### src/rtl/abr_prim_debounce.sv
// Per-lane debouncer / glitch filter for slow, already-synchronous level inputs.
// A lane commits a new level on q_o only after d_i has differed from q_o for
// thresh_i+1 consecutive sampling edges; shorter glitches never reach q_o.
// Optional build macro ABR_PRIM_DEBOUNCE_EDGE_OUT_EN adds registered one-cycle
// pulses that fire in the same cycle q_o takes a new value.
module abr_prim_debounce #(
  parameter int unsigned      Width      = 1,
  parameter int unsigned      CntWidth   = 8,
  parameter logic [Width-1:0] ResetValue = '0
) (
  input  logic                clk_i,
  input  logic                rst_i,
  input  logic                en_i,
  input  logic [CntWidth-1:0] thresh_i,
  input  logic [Width-1:0]    d_i,
  output logic [Width-1:0]    q_o,
  output logic [Width-1:0]    busy_o
`ifdef ABR_PRIM_DEBOUNCE_EDGE_OUT_EN
  ,
  output logic [Width-1:0]    q_posedge_pulse_o,
  output logic [Width-1:0]    q_negedge_pulse_o
`endif
);

  typedef enum logic {StIdle, StFilter} state_e;

  localparam logic [CntWidth-1:0] CntOne = CntWidth'(1);

  state_e              state_q [Width];
  state_e              state_d [Width];
  logic [CntWidth-1:0] cnt_q   [Width];
  logic [CntWidth-1:0] cnt_d   [Width];
  logic [Width-1:0]    q_q, q_d;
  logic [Width-1:0]    commit;

  // Per-lane next state; commit marks the edge at which q_o adopts d_i.
  always_comb begin
    for (int i = 0; i < Width; i++) begin
      state_d[i] = state_q[i];
      cnt_d[i]   = cnt_q[i];
      commit[i]  = 1'b0;
      case (state_q[i])
        StIdle: begin
          cnt_d[i] = '0;
          if (en_i && (d_i[i] != q_q[i])) begin
            if (thresh_i == '0) begin
              commit[i] = 1'b1;
            end else begin
              state_d[i] = StFilter;
              cnt_d[i]   = CntOne;
            end
          end
        end
        StFilter: begin
          // Abort and bounce-back take priority over the threshold check.
          if (!en_i || (d_i[i] == q_q[i])) begin
            state_d[i] = StIdle;
            cnt_d[i]   = '0;
          end else if (cnt_q[i] >= thresh_i) begin
            commit[i]  = 1'b1;
            state_d[i] = StIdle;
            cnt_d[i]   = '0;
          end else begin
            cnt_d[i] = cnt_q[i] + CntOne;
          end
        end
        default: begin
          state_d[i] = StIdle;
          cnt_d[i]   = '0;
        end
      endcase
    end
    q_d = (q_q & ~commit) | (d_i & commit);
  end

  // Lane state, counters and filtered level.
  always_ff @(posedge clk_i or posedge rst_i) begin
    if (rst_i) begin
      q_q <= ResetValue;
      for (int i = 0; i < Width; i++) begin
        state_q[i] <= StIdle;
        cnt_q[i]   <= '0;
      end
    end else begin
      q_q <= q_d;
      for (int i = 0; i < Width; i++) begin
        state_q[i] <= state_d[i];
        cnt_q[i]   <= cnt_d[i];
      end
    end
  end

  // Busy is a direct decode of the registered lane state.
  always_comb begin
    for (int i = 0; i < Width; i++) begin
      busy_o[i] = (state_q[i] == StFilter);
    end
  end

  assign q_o = q_q;

`ifdef ABR_PRIM_DEBOUNCE_EDGE_OUT_EN
  logic [Width-1:0] pos_q, neg_q;

  // Pulses register alongside q_o so they coincide with the new level.
  always_ff @(posedge clk_i or posedge rst_i) begin
    if (rst_i) begin
      pos_q <= '0;
      neg_q <= '0;
    end else begin
      pos_q <= commit & d_i;
      neg_q <= commit & ~d_i;
    end
  end

  assign q_posedge_pulse_o = pos_q;
  assign q_negedge_pulse_o = neg_q;
`else
  // Edge outputs not built; downstream edge detection is external.
`endif

endmodule

### config.mk
export PLATFORM = sky130hd
export DESIGN_NAME = abr_prim_debounce
export DESIGN_NICKNAME = d
export VERILOG_FILES = /design/src/rtl/abr_prim_debounce.sv
export SDC_FILE = /design/constraint.sdc
export NUM_CORES = 1
export LEC_CHECK = 0
export ABC_CLOCK_PERIOD_IN_PS = 2700
export CORE_AREA = 2 2 41 43
export CTS_CLUSTER_DIAMETER = 50
export DETAILED_ROUTE_END_ITERATION = 10
export DIE_AREA = 0 0 43 45
export MAX_ROUTING_LAYER = met4
export PLACE_DENSITY_LB_ADDON = 0.15
export SYNTH_ARGS = -nofsm -noshare
export SYNTH_HDL_FRONTEND = slang
export SYNTH_SLANG_ARGS = --single-unit
### constraint.sdc
create_clock -name clk_i -period 2.7 [get_ports clk_i]
set_clock_uncertainty 0.1 [all_clocks]
set_input_delay 0.675 -clock clk_i [delete_from_list [all_inputs] [get_ports clk_i]]
set_output_delay 0.675 -clock clk_i [all_outputs]
set_load 0.03 [all_outputs]
; ---- Yosys cells after proc, flatten, opt, wreduce, memory -nomap -nowiden
; Cells that the tools add are included.
[totals]
ff_bits = 10
input_bits = 12
out_inout_bits = 2
word_cells = 31
[classes]
addsub = 1
magnitude_cmp = 1
eq_ne = 2
muxes = 15
n_bitwise = 5
n_reduce_logical = 4
[ops]
columns = cell, n
row1 = two-way mux 8 bit, 2
row2 = case mux 8 bit (2 select lines), 1
row3 = two-way mux 1 bit, 10
row4 = "adder 8 x 1 -> 8 bit, second input constant", 1
row5 = greater-or-equal comparator 8 bit, 1
row6 = zero test 8 bit, 1
row7 = case mux 1 bit (2 select lines), 2
row8 = AND 1 bit, 2
row9 = inverter 1 bit, 2
row10 = equality test 1 bit, 1
row11 = logical AND 1 bit, 1
row12 = zero test 1 bit, 1
row13 = logical OR 1 bit, 1
row14 = != test 1 bit, 1
row15 = OR 1 bit, 1

; ---- Logic depth before layout (Yosys ltp)
[logic_depth]
word_depth = 7
mapped_depth = 7
ltp_nobuf = 7

; ---- Worst setup path after synthesis
; Ideal clock, no wire load.
[synth_path]
path_kind = input to register
from = input thresh_i[0]
to = register (tool-made name)
setup_ns = 0.127
arrival_ns = 2.067
required_time_ns = 2.473
path_slack_ns = 0.406
stages = 6
n_path_buf = 0
cell_sequence = ha_1 -> nand2b_4 -> a2111o_1 -> a31oi_4 -> nor2_2 -> mux2_1
[synth_rtl]
columns = item, line_no
row1 = "start, declared", 14  ; input logic [CntWidth-1:0] thresh_i,

==> results.py <==
metrics = {
    "outcome": {
        "status": "finished clean",
    },
    "timing": {
        "finalCritPeriodShare_pct": 93.1,
        "rsz0062_at_grt": "no",
        "final-max-slew-violation-count": 0,
        "finalSetupViolCount": 0,
        "period_minus_slack_ns": 2.51,
        "worstMarginPinSlew_ns": 0.376,
        "max_freq_mhz": 398,
        "relSlewSlack_pct": 74.9,
        "setup_tns_ns": 0,
        "hold_viol": 0,
    },
    "die": {
        "die_x_um": 43,
        "die_area_um2": 1940,
        "row_count": 14,
        "io_pins": 14,
        "core_region_area_um2": 1470,
        "die_h_um": 45,
        "start_util_pct": 47.1,
    },
    "global_routing": {
        "grt_pass1_wl_um": 2240,
        "overflow": 0,
        "track_usage_pct": 16.2,
        "grt_max_degree": 11,
        "antenna_found_initial": 0,
        "grt_pass1_vias": 553,
    },
    "synth": {
        "ys_ff_latch": 10,
        "syn_area_um2": 693,
        "synth_cell_types": 25,
        "yosysSeqAreaShare_pct": 36.1,
        "yosys_warnings": 0,
        "syn_nets": 93,
        "syn_inst": 72,
        "syn_area_per_cell_um2": 9.63,
    },
    "worst_setup_path": {
        "crit_required_ns": 2.75,
        "crit_chain": "clkdlybuf4s50_1, ha_1, nand2b_4, a2111o_1, a31oi_4, nor2_2, mux2_1",
        "start_kind": "input port",
        "critical_path_arrival_ns": 2.56,
        "crit_buf_inv": 1,
        "crit_family": "compound AO/OA/AOI/OAI gates",
        "reg2reg_depth": 7,
        "cp-end-kind": "flip-flop",
        "crit_fanout": 3,
        "critPathKind": "input port to flip-flop",
        "crit_slowest_cell": "a2111o_1",
        "r2r_slack_ns": 0.56,
        "reg2reg_from": "cnt_q[0]",
        "critPathMaxStageDelay_ns": 0.43,
    },
    "detailed_routing": {
        "wire_per_inst_um": 11.9,
        "drtAntennaViolNets": 0,
        "top_layer": "met3",
        "drt-pass1-iter-count": 4,
        "routed-wl-met2_um": 610,
        "wl_met3_um": 77,
        "wl_um": 1240,
        "route.vias.total": 531,
        "drc_errors": 0,
        "via_per_inst": 5.11,
        "drt_iter0_drc": 6,
        "met1_length_um": 549,
    },
    "pwr": {
        "power.leakage_nw": 0.426,
        "pwr_density_cell_nw_per_um2": 541,
        "p_total_w": 0.000468,
        "peakVddDrop_mv": 0.295,
    },
    "clocking": {
        "cts_buffer_depth": 2,
        "cts_tree": "yes",
        "hold_buffers": 0,
        "clk_pin_slew_ns": 0.06,
        "cts_resized": 0,
        "cts_num_sinks": 10,
        "htreeDepth": 1,
        "root_buffer": "clkbuf_4",
        "cts_inserted_buffers": 3,
        "clock_latency_ns": 0.26,
        "post-cts-setup-buffers": 0,
    },
    "worst_hold_path": {
        "holdCritPathClass": "flip-flop to flip-flop",
        "hold_path_depth": 1,
    },
    "layout": {
        "finalNonFillerCells": 104,
        "final_common_cell": "clkdlybuf4s50_1",
        "drive_gt1_share_pct": 11.4,
        "final_core_util_pct": 58.8,
        "final_nets": 111,
        "antenna_cells": 0,
        "layout_common_cells": "13 x clkdlybuf4s50_1, 12 x inv_1, 10 x nor2_1, 10 x dfrtp_1, 9 x ha_1",
        "area_growth_pct": 24.9,
    },
    "placement": {
        "dp.cells": 101,
        "dp_hpwl_um": 1070,
        "place.gp.congestion": 0.746,
        "port_buffers": 13,
    },
    "flow_run": {
        "cap_violations": 0,
    },
}
[routing by layer]
metal  GRT usage (%)  up-vias
met5               -        -
met4            3.64        0
met3            5.60        0
met2            27.6       11
met1            18.5      241
li1                -      279
[registers in the layout, summed over array words and instances, names as in the netlist, named ones only]
signal and count:
busy_o 1, cnt_q 8
[cells in the mapped netlist, drive strengths merged]
master / n / area share [%]
nand4: 1 / 0.90
o22ai: 1 / 0.90
mux2: 1 / 1.6
a31oi: 1 / 3.1
o2111ai: 1 / 1.3
a2111o: 1 / 1.6
xor2: 5 / 6.3
and2b: 1 / 1.3
nand2b: 1 / 2.0
nand3: 5 / 4.3
nor4: 1 / 0.90
and3: 1 / 0.90
or2b: 1 / 1.3
a21oi: 1 / 0.72
ha: 9 / 16
xnor2: 2 / 2.5
o21ai: 1 / 0.72
a41o: 1 / 1.4
nor2: 11 / 6.3
dfrtp: 10 / 36
nand2: 3 / 1.6
inv: 12 / 6.5
and4: 1 / 1.4
[metrics by stage]
stage	setup WS [ns]	cell area, um2	hold WS (ns)
floorplan	0.406	693	0.411
global placement	-0.0756	843	0.422
detailed placement	-0.100	843	0.434
CTS	0.184	866	0.449
global route	0.128	866	0.486
finish	0.188	866	0.447
[kinds of logic (layout without fill, tap and decap cells)]
family | after synthesis | in the layout | synth area share, %
simple gates | 26 | 26 | 20.9
buf+inv | 12 | 28 | 6.50
flops | 10 | 10 | 36.1
fa+ha+maj | 9 | 9 | 16.2
compound gates | 7 | 7 | 9.75
xor+xnor | 7 | 7 | 8.84
mux | 1 | 1 | 1.62
[power by group]
group          total (W)  internal, W  switching (W)
Clock          0.0000959    0.0000512      0.0000448
Sequential      0.000192     0.000170      0.0000219
Combinational   0.000181    0.0000902      0.0000908
Total           0.000468     0.000311       0.000157
[cell type report]
type	count	area (um2)
Clock buffer	3	22.5
Fill cell	136	606
Inverter	12	45.0
Multi-Input combinational cell	50	398
Sequential cell	10	250
Tap cell	16	20.0
Timing Repair Buffer	13	130
[how the worst max path moves through the flow]
stage,slack [ns],end,cells past startpoint,start
after floorplan,0.41,flip-flop,6,thresh_i[0]
after CTS,0.18,flip-flop,7,thresh_i[0]
after global placement,-0.08,flip-flop,7,thresh_i[0]
final,0.19,flip-flop,7,thresh_i[0]
after detailed placement,-0.10,flip-flop,7,thresh_i[0]
after global routing,0.13,flip-flop,7,thresh_i[0]
(Power assumes the default switching activity.)
